[src/rtl/wrr_pkg.sv]
// Shared definitions for the weighted round-robin burst arbiter.
// Contents:
//   state_e       arbiter FSM state encoding (IDLE, BUSY)
//   N_DEF/CW_DEF  default requester count and weight field width
//   to_onehot()   index -> one-hot vector (up to MAX_N bits)
//   eff_weight()  burst weight with 0 promoted to 1
package wrr_pkg;

  localparam int N_DEF  = 4;
  localparam int CW_DEF = 4;
  localparam int MAX_N  = 16;

  typedef enum logic {
    IDLE = 1'b0,
    BUSY = 1'b1
  } state_e;

  function automatic logic [MAX_N-1:0] to_onehot(input logic [3:0] idx);
    logic [MAX_N-1:0] oh;
    oh      = '0;
    oh[idx] = 1'b1;
    return oh;
  endfunction

  // A zero weight would otherwise grant a burst of no beats.
  function automatic int unsigned eff_weight(input int unsigned w);
    return (w == 0) ? 1 : w;
  endfunction

endpackage

[src/rtl/rr_pick.sv]
// Rotating-priority encoder: returns the first set bit of req scanning
// ptr, ptr+1, ..., N-1, 0, ..., ptr-1. Purely combinational.
// Ports:
//   req   in  N    request vector
//   ptr   in  IDW  highest-priority position
//   found out 1    any request set
//   idx   out IDW  index of the selected requester (0 when none)
module rr_pick
  import wrr_pkg::*;
#(
  parameter int N   = N_DEF,
  parameter int IDW = $clog2(N)
) (
  input  logic [N-1:0]   req,
  input  logic [IDW-1:0] ptr,
  output logic           found,
  output logic [IDW-1:0] idx
);

  logic [IDW-1:0] cand;

  // Scan from lowest to highest priority so the last hit (closest to ptr) wins.
  always_comb begin
    found = 1'b0;
    idx   = '0;
    cand  = '0;
    for (int k = N - 1; k >= 0; k--) begin
      cand = IDW'((int'(ptr) + k) % N);
      if (req[cand]) begin
        found = 1'b1;
        idx   = cand;
      end
    end
  end

endmodule

[src/rtl/wrr_burst_arbiter.sv]
// Weighted round-robin burst arbiter. An owner keeps the grant for up to
// eff_weight(weight[owner]) beats (counted on done) or until it drops its
// request; ownership then rotates starting just after the old owner.
// Ports:
//   clk          in  1     system clock, rising edge
//   rst_n        in  1     asynchronous active-low reset
//   req          in  N     per-requester request level
//   weight       in  N*CW  packed burst weights, requester i at [i*CW +: CW]
//   done         in  1     one beat accepted from the current owner
//   grant        out N     registered one-hot grant, 0 when idle
//   grant_valid  out 1     registered OR of grant
//   grant_id     out IDW   owner index, 0 when idle
//   credit       out CW    beats left for the owner, 0 when idle
//
// state | meaning
// IDLE  | no owner; first requester from ptr is granted on the next edge
// BUSY  | owner held; counts beats, rotates on exhaustion or request drop
module wrr_burst_arbiter
  import wrr_pkg::*;
#(
  parameter int N   = N_DEF,
  parameter int CW  = CW_DEF,
  parameter int IDW = $clog2(N)
) (
  input  logic            clk,
  input  logic            rst_n,
  input  logic [N-1:0]    req,
  input  logic [N*CW-1:0] weight,
  input  logic            done,
  output logic [N-1:0]    grant,
  output logic            grant_valid,
  output logic [IDW-1:0]  grant_id,
  output logic [CW-1:0]   credit
);

  state_e         state_q, state_d;
  logic [IDW-1:0] ptr_q, ptr_d;
  logic [IDW-1:0] id_q, id_d;
  logic [N-1:0]   grant_q, grant_d;
  logic           valid_q, valid_d;
  logic [CW-1:0]  credit_q, credit_d;

  logic [IDW-1:0] next_ptr;
  logic [IDW-1:0] pick_ptr;
  logic [IDW-1:0] pick_idx;
  logic           pick_found;
  logic           release_now;
  logic [CW-1:0]  new_credit;

  assign next_ptr    = (id_q == IDW'(N - 1)) ? '0 : id_q + IDW'(1);
  assign release_now = (done && (credit_q == CW'(1))) || !req[id_q];

  // While busy the only selection that matters is the post-release one,
  // so the picker looks ahead from the rotated pointer.
  assign pick_ptr = (state_q == BUSY) ? next_ptr : ptr_q;

  rr_pick #(
    .N   (N),
    .IDW (IDW)
  ) u_pick (
    .req   (req),
    .ptr   (pick_ptr),
    .found (pick_found),
    .idx   (pick_idx)
  );

  assign new_credit = CW'(eff_weight(32'(weight[int'(pick_idx)*CW +: CW])));

  always_comb begin
    state_d  = state_q;
    ptr_d    = ptr_q;
    id_d     = id_q;
    grant_d  = grant_q;
    valid_d  = valid_q;
    credit_d = credit_q;
    case (state_q)
      IDLE: begin
        if (pick_found) begin
          state_d  = BUSY;
          id_d     = pick_idx;
          grant_d  = N'(to_onehot(4'(pick_idx)));
          valid_d  = 1'b1;
          credit_d = new_credit;
        end
      end
      BUSY: begin
        if (release_now) begin
          ptr_d = next_ptr;
          if (pick_found) begin
            id_d     = pick_idx;
            grant_d  = N'(to_onehot(4'(pick_idx)));
            valid_d  = 1'b1;
            credit_d = new_credit;
          end else begin
            state_d  = IDLE;
            id_d     = '0;
            grant_d  = '0;
            valid_d  = 1'b0;
            credit_d = '0;
          end
        end else if (done) begin
          credit_d = credit_q - CW'(1);
        end
      end
      default: state_d = IDLE;
    endcase
  end

  always_ff @(posedge clk or negedge rst_n) begin
    if (!rst_n) begin
      state_q  <= IDLE;
      ptr_q    <= '0;
      id_q     <= '0;
      grant_q  <= '0;
      valid_q  <= 1'b0;
      credit_q <= '0;
    end else begin
      state_q  <= state_d;
      ptr_q    <= ptr_d;
      id_q     <= id_d;
      grant_q  <= grant_d;
      valid_q  <= valid_d;
      credit_q <= credit_d;
    end
  end

  assign grant       = grant_q;
  assign grant_valid = valid_q;
  assign grant_id    = id_q;
  assign credit      = credit_q;

endmodule

[config.mk]
export PLATFORM = sky130hd
export DESIGN_NAME = wrr_burst_arbiter
export DESIGN_NICKNAME = d
export VERILOG_FILES = /design/src/rtl/wrr_pkg.sv /design/src/rtl/rr_pick.sv /design/src/rtl/wrr_burst_arbiter.sv
export SDC_FILE = /design/constraint.sdc
export NUM_CORES = 1
export LEC_CHECK = 0
export ABC_AREA = 1
export CAP_MARGIN = 20
export CORE_MARGIN = 2
export CORE_UTILIZATION = 43
export DETAILED_ROUTE_END_ITERATION = 7
export GPL_TIMING_DRIVEN = 0
export PLACE_DENSITY = 0.75
export RECOVER_POWER = 100
export SLEW_MARGIN = 10
export SYNTH_ARGS = -nofsm -noshare
export SYNTH_HDL_FRONTEND = slang
export SYNTH_SLANG_ARGS = --single-unit
[constraint.sdc]
create_clock -name clk -period 2.2 [get_ports clk]
set_clock_uncertainty 0.2 [all_clocks]
set_input_delay 0.44 -clock clk [delete_from_list [all_inputs] [get_ports clk]]
set_output_delay 0.44 -clock clk [all_outputs]
set_load 0.01 [all_outputs]
---- Yosys cells after proc, flatten, opt, wreduce, memory -nomap -nowiden ----
Index checks and enable logic that the tools add are counted.
cells by class
  $add $sub $neg .......................... 5
  magnitude comparators ................... 7
  equal/unequal tests ..................... 5
  shifts and indexed selects .............. 1
  multiplexer cells ....................... 42
  bitwise operators ....................... 1
  reduce and logical (&&, ||, !) cells .... 8
operator list
  cell                 number
  $mux 4               8
  $mux 2               9
  $pmux 4 s2           2
  $shiftx 16x5->4      1
  $lt 2x3->1 const B   5
  $mux 1               14
  $bmux 1 s2           5
  $reduce_and 2->1     3
  $lt 2x5->1 const B   1
  $add 2x1->2 const B  2
  $add 2x2->2 const B  2
  $eq 4x1->1 const B   1
  $logic_not 4->1      1
  $pmux 1 s2           2
  $pmux 2 s2           1
  $sub 4x1->4 const B  1
  $ne 3x2->1 const B   1
  $demux 1 s2          1
  $eq 2x2->1 const B   1
  $ge 2x1->1 const B   1
  $logic_and 1x1->1    2
  $ne 2x1->1 const B   1
  $ne 2x2->1 const B   1
  $logic_not 1->1      1
  2 further kinds      2
word-level totals
  bits in registers ....................... 14
  bits of input ports ..................... 23
  output and inout bits ................... 11
  word-level logic and storage cells ...... 75

---- Longest topological paths before layout ----
  depth in word-level cells ............... 17
  depth in mapped cells ................... 19

---- Cells and area by module ----
From an unflattened synthesis, not the netlist that was laid out.
unflattened totals
  cell total of the unflattened synthesis .. 184
  area, all modules ....................... 1,164.9 um^2
by module, submodules not included
  module             instances  cells an instance  area each (um^2)
  wrr_burst_arbiter  1          138                952.2
  rr_pick            1          46                 212.7

---- Worst setup path after synthesis ----
OpenSTA, ideal clock, no wires.
  path kind ............................... register to register
  start point ............................. register id_q[0] (netlist: grant_id[0])
  end point ............................... register credit_q[0] (netlist: credit[0])
  setup time .............................. 0.122 ns
  data arrival time ....................... 2.002 ns
  data required time ...................... 1.878 ns
  setup slack ............................. -0.125 ns
  stages on the path, launching flop included .. 16
  period minus slack after synthesis ...... 2.325 ns
  cell sequence ........................... dfrtp_1 -> ha_1 -> inv_1 -> nand2_1 -> nand2_1 -> nand2_1 -> nand2_2 -> nand2_1 -> nand2_2 -> nand2_2 -> nor2_2 -> nand2_1 -> a21oi_4 -> inv_1 -> nor2_1 -> a21oi_1
on the way
  cells in the longest elaborated chain, start to end .. 16
  elaborated cells on any way between the ends .. 37
ends and longest elaborated chain
  element                                           line                      text
  from (decl)                                       wrr_burst_arbiter.sv:38   logic [IDW-1:0] id_q, id_d;
  from (signal assigned)                            wrr_burst_arbiter.sv:120  id_q <= id_d;
  $add 2x1->2 / $eq 2x2->1 (equally long branches)  wrr_burst_arbiter.sv:50   assign next_ptr = (id_q == IDW'(N - 1)) ? '0 : id_q + IDW'(1);
  $mux 2 (*)                                        wrr_burst_arbiter.sv:50
  net next_ptr[1]                                   wrr_burst_arbiter.sv:43   logic [IDW-1:0] next_ptr;
  $mux 2 (*)                                        wrr_burst_arbiter.sv:55   assign pick_ptr = (state_q == BUSY) ? next_ptr : ptr_q;
  $add 2x2->2                                       rr_pick.sv:28             cand = IDW'((int'(ptr) + k) % N);
  $bmux 1 s2                                        rr_pick.sv:29             if (req[cand]) begin
  $mux 1 (not written as such)                      rr_pick.sv:29
  $mux 2 (4 in series)                              rr_pick.sv:29
  $shiftx 16x5->4                                   wrr_burst_arbiter.sv:67   assign new_credit = CW'(eff_weight(32'(weight[int'(pick_idx)*CW +: CW])));
  $logic_not 4->1                                   wrr_pkg.sv:27             return (w == 0) ? 1 : w;
  $mux 4                                            wrr_pkg.sv:27
  $mux 4                                            wrr_burst_arbiter.sv:89   if (pick_found) begin
  $mux 4                                            wrr_burst_arbiter.sv:87   if (release_now) begin
  $pmux 4 s2                                        wrr_burst_arbiter.sv:76   case (state_q)
  to (signal assigned)                              wrr_burst_arbiter.sv:123  credit_q <= credit_d;
  to (decl)                                         wrr_burst_arbiter.sv:41   logic [CW-1:0] credit_q, credit_d;
Mark *: on every way through the listed nets, which the timed path passes. The rest lies on a longest branch. The select of a mux whose other input is x is not followed.
A chain may end at the register's enable or synchronous reset.

---- Worst setup path in the final report ----
Same ends and word-level chain as after synthesis.

==> impl_metrics.csv <==
group,metric,value,unit
detailed_routing,drc,0,
detailed_routing,drt_iter0_drc,62,
cts,numClockSinks,14,
worst_setup_path,startpoint_type,"flip-flop",
yosys,synthTopCellsByArea,"dfrtp_1 (30%), nand2_1 (20%), nand3_1 (14%)",
placement,hpwl,2600,um
cts,h-tree-depth,1,
floorplanning,die_w,56.3,um
global_routing,grt_overflow,0,
finish,fillCellCount,185,
sta,setup_slack,-0.330,ns
cts,clock-root-buffer,"clkbuf_4",
worst_setup_path,r2r_start,"grant_id[0]",
cts,cts_made_buffers,3,
worst_setup_path,required,2.22,ns
yosys,mappedNetlistArea,1180,um2
run,drv_cap,0,
yosys,yosysMostFrequentCell,"nand2_1",
worst_setup_path,cp_data_arrival_time,2.55,ns
yosys,ys_types,24,
sta,clock.fmax,395,MHz
yosys,yosysWarnings,0,
yosys,yosysTopAreaCell,"dfrtp_1",
outcome,violations,"setup timing",
floorplanning,die_h,56.3,um
global_routing,grt_pass1_vias,1332,
yosys,synth.avg_cell_area,6.53,um2
detailed_routing,wire_per_inst,15.4,um
placement,dpl-instance-area,1590,um2
placement,place_congestion,0.855,
cts,clockBufferDepth,2,
placement,io_buffers,33,
finish,diodes,0,
yosys,synthArstFlopShare,100,%
detailed_routing,via_count,1461,
floorplanning,num_rows,18,
worst_setup_path,worstPathMaxFanout,8,
finish,post-route-util,78.1,%
sta,worst_slew_pin_slew,0.648,ns
global_routing,antenna_found_initial,0,
yosys,yosysSeqAreaShare,29.8,%
yosys,synth_edf_count,0,
sta,final_max_slew_viol_count,0,
sta,hold_viol_final,0,
detailed_routing,wl,4030,um
worst_setup_path,cp-end-kind,"flip-flop",
finish,drive_gt1_share,36.6,%
worst_setup_path,slowest_delay,0.45,ns
worst_setup_path,critPathKind,"reg2reg",
global_routing,grt_pass1_wl,5870,um
sta,fin_crit,2.53,ns
outcome,status,"finished with violations",
cts,path_clk_slew,0.09,ns
cts,tritoncts,"yes",
worst_setup_path,cp_common_cell,"nand2_2",
sta,post-route-period-util,115,%
yosys,netlist_instances,180,
cts,clk_latency,0.29,ns
yosys,yosys_register_bits,14,
worst_setup_path,cp_cell_sequence,"ha_4 > nand2_2 > nand2_4 > nand2_1 > nand2_4 > nand2_1 > nand2_2 > nand2_4 > nand3_4 > nand2_4 > nand2_1 > nand3_2 > nand2_2 > nand3_2 > nand2_2 > nand2_2 > a21oi_2",
min_path,min-delay-start,"grant_valid",
yosys,synth.top_cells.by_count,"nand2_1 (63), nand3_1 (32), inv_1 (23)",
worst_setup_path,startpoint,"grant_id[0]",
detailed_routing,drt.antenna.violating_nets,0,
yosys,ys.flop_type,"dfrtp_1",
floorplanning,core_area,2540,um2
min_path,min_path_type,"reg2reg",
floorplanning,initial_utilization,46.2,%
finish,fin_area,1990,um2
global_routing,grt_max_degree,15,
sta,setup_violations,10,
yosys,syn_nets,206,
finish,fin_nets,259,
worst_setup_path,slowest_stage,"dfrtp_2",
sta,rsz0062_at_grt,"yes",
worst_setup_path,crit_family,"simple AND/OR/NAND/NOR gates",
yosys,synth_top_area_share,29.8,%
cts,hold_buffers,0,
floorplanning,fp.dieArea,3170,um2
floorplanning,io_pins,34,
finish,area_delta_synth_final,68.9,%
global_routing,grt_usage,23.0,%
worst_setup_path,cp_num_buf_inv,0,
detailed_routing,via_per_inst,5.58,
sta,slew_headroom,56.7,%
detailed_routing,drt-pass1-iter-count,4,
sequential cells by signal, summed over array words and instances, names as in the netlist:
name         flops
credit           4
grant            4
grant_id         2
grant_valid      1
ptr_q            2
state_q          1
final cells by class:
class                           count  area (um2)  area share [%]
Multi-Input combinational cell    141        1010            50.8
Tap cell                           30        37.5            1.89
Inverter                           26         103            5.16
Sequential cell                    14         354            17.8
Clock buffer                        4        36.3            1.83
Timing Repair Buffer               47         447            22.5
layer usage:
metal  vias to the layer above  wire, um  global-route usage [%]
met3                        10       141                    2.07
met5                         -         0                       0
met1                       706      1640                    29.9
li1                        701         -                       -
met4                         0        82                    6.12
met2                        44      2160                    40.8
kinds of logic (layout without fill, tap and decap cells):
group | after synthesis | count (layout) | synth area share, %
AOI/OAI and AO/OA | 22 | 22 | 13.5
xor gates and xnor gates | 2 | 2 | 1.49
adders and majority gates | 3 | 3 | 3.19
buffers and inverters | 26 | 77 | 8.30
DFF | 14 | 14 | 29.8
and+or+nand+nor | 113 | 114 | 43.7
cells in the final DEF (no fill, tap or decap), types with 3 or more instances in the layout:
master / synthesis / layout
a21oi_1: 6 / 5
buf_4: 0 / 11
buf_6: 0 / 3
clkbuf_4: 0 / 3
clkdlybuf4s50_1: 0 / 23
dfrtp_1: 14 / 11
dfrtp_2: 0 / 3
dlygate4sd3_1: 0 / 10
inv_1: 23 / 21
inv_2: 2 / 3
nand2_1: 63 / 37
nand2_2: 6 / 19
nand2_4: 3 / 15
nand3_1: 32 / 23
nand3_2: 1 / 9
nor2_1: 5 / 4
o21ai_0: 5 / 4
per-stage QoR:
stage	setup slack (ns)	TNS, ns	hold slack [ns]	cells
5_1_grt	-0.425	-2.19	0.334	262
4_1_cts	-0.185	-0.580	0.296	255
6_report	-0.330	-1.28	0.283	262
3_5_place_dp	-0.484	-2.99	0.274	243
2_1_floorplan	-0.0120	-0.0120	-0.0556	180
3_3_place_gp	-0.430	-2.43	0.265	243
final timing paths:
| path | end | slack (ns) | cells past startpoint |
|---|---|---|---|
| max | credit[0] | -0.33 | 17 |
| min | grant_valid | 0.28 | 2 |
| max reg2reg | credit[0] | -0.33 | 17 |
| min reg2reg | grant_valid | 0.28 | 2 |
| max in group asynchronous | grant_id[1] | 0.93 | 1 |
| min in group asynchronous | grant[3] | 0.41 | 1 |
worst register-to-register path: stages (launching register included):
cell     delay (ns)
dfrtp_2        0.45
ha_4           0.29
nand2_2        0.06
nand2_4        0.08
nand2_1        0.11
nand2_4        0.13
nand2_1        0.09
nand2_2        0.09
nand2_4        0.06
nand3_4        0.16
nand2_4        0.10
nand2_1        0.10
nand3_2        0.10
nand2_2        0.11
nand3_2        0.08
nand2_2        0.07
nand2_2        0.05
a21oi_2        0.14
repair_timing:
action                                  4_1_cts  5_1_grt
resized for setup                            18       46
setup buffers                                 7        7
pin swaps                                    16       21
endpoints found under the setup margin        8       10
cloned                                        1        0
Power is not shown: default switching activity piles up to over one toggle a cycle in this logic, so the estimate is an artifact.
==> edit (config.mk and constraints unchanged) <==
Put one more register stage on the output `credit`, cleared by the reset. The value now appears one clock later. The other outputs are not delayed to match.
--- a/src/rtl/wrr_burst_arbiter.sv
+++ b/src/rtl/wrr_burst_arbiter.sv
@@ -127,7 +127,13 @@
   assign grant       = grant_q;
   assign grant_valid = valid_q;
   assign grant_id    = id_q;
-  assign credit      = credit_q;
+  always_ff @(posedge clk or negedge rst_n) begin
+    if (!rst_n) begin
+      credit <= '0;
+    end else begin
+      credit <= credit_q;
+    end
+  end
 
 endmodule
 
Function: changed (a bounded check fails within 4 cycles, from zero or initial values and one cycle with rst_n low).
==> edit against the original RTL <==
- the run still ends with setup timing left
- wire length fell by 20%
- non-clock buffer count is 2 higher
- utilization is 11 points lower
- critical path type unchanged
- design area grew 2.2%
- setup slack better by 0.034 ns
- largest cell class unchanged
- synthesized area rose by 15%
- sequential cell count rose by 4
- highest routed layer unchanged
Power is left out: the tool's default activity adds up to more than one toggle a clock period on the data nets, which glitch-free logic cannot reach.
==> edit: results (changes against the original RTL) <==
failing checks: setup timing
largest net degree at the start of global routing: 19 (+4)
Worst Hold Depth: 0 (-2)
worst setup margin: -0.296 ns (+0.0341 ns)
post-synthesis adder-cell area fraction: 2.77% (-0.42 points)
post-DP HPWL: 2340 um (-10%)
Synth Area in XOR/XNOR: 1.29% (-0.20 points)
number of global-route vias before repair: 1287 (-3.4%)
Synth Area in Compound Gates: 11.3% (-2.2 points)
WL/cell: 11.6 um (-25%)
post-CTS setup buffers: 8 (+1)
share of layout cells above drive strength 1: 34.9% (-1.7 points)
HP Start: credit_q[1]
initial drt markers: 74 (+19%)
CP arrival: 2.47 ns (-0.08 ns)
Via-to-Cell Ratio: 4.94 (-11%)
nets: 262 (+1.2%)
global-route wire length before repair: 5350 um (-8.8%)
RePlAce Congestion: 0.855 (about the same)
Total GRT Usage: 19.2% (-3.9 points)
met3 wire len: 127 um (-9.9%)
CP max FO: 5 (-3)
WL met2: 1650 um (-24%)
outcome: finished, violations left
# setup viols final: 10 (unchanged)
Synth cell types: 29 (+21%)
GRT met2 Usage: 32.6% (-8.2 points)
Largest stage delay, worst path: 0.47 ns (+0.02 ns)
pre-CTS setup slack: -0.457 ns (+0.0266 ns)
edit: layout make-up:
cell class / count / area, sq um / area share, %
sequential: 18 / 453 / 22.3
buffer: 2 / 22.5 / 1.11
tap: 44 / 55.1 / 2.71
timing repair buffer: 47 / 439 / 21.6
inverter: 23 / 93.8 / 4.62
clock buffer: 4 / 36.3 / 1.79
multi-input combinational: 141 / 931 / 45.8
edit: through the flow:
stage	hold slack [ns]	setup TNS, ns	cells	util [%]
global route	0.213	-2.34	279	67.1
CTS	0.190	-0.913	274	65.0
global placement	0.159	-2.81	261	58.4
floorplan	-0.0556	-0.183	184	-
detailed placement	0.167	-2.91	261	58.4
finish	0.186	-1.36	279	67.1
edit: worst max-delay path, delay by kind of cell, from the launching register on:
kind / cells / cell delay, ns
buffers and inverters: 2 / 0.16
and+or+nand+nor: 13 / 1.12
AOI/OAI and AO/OA: 2 / 0.13
adders and majority gates: 1 / 0.29
DFF: 1 / 0.47
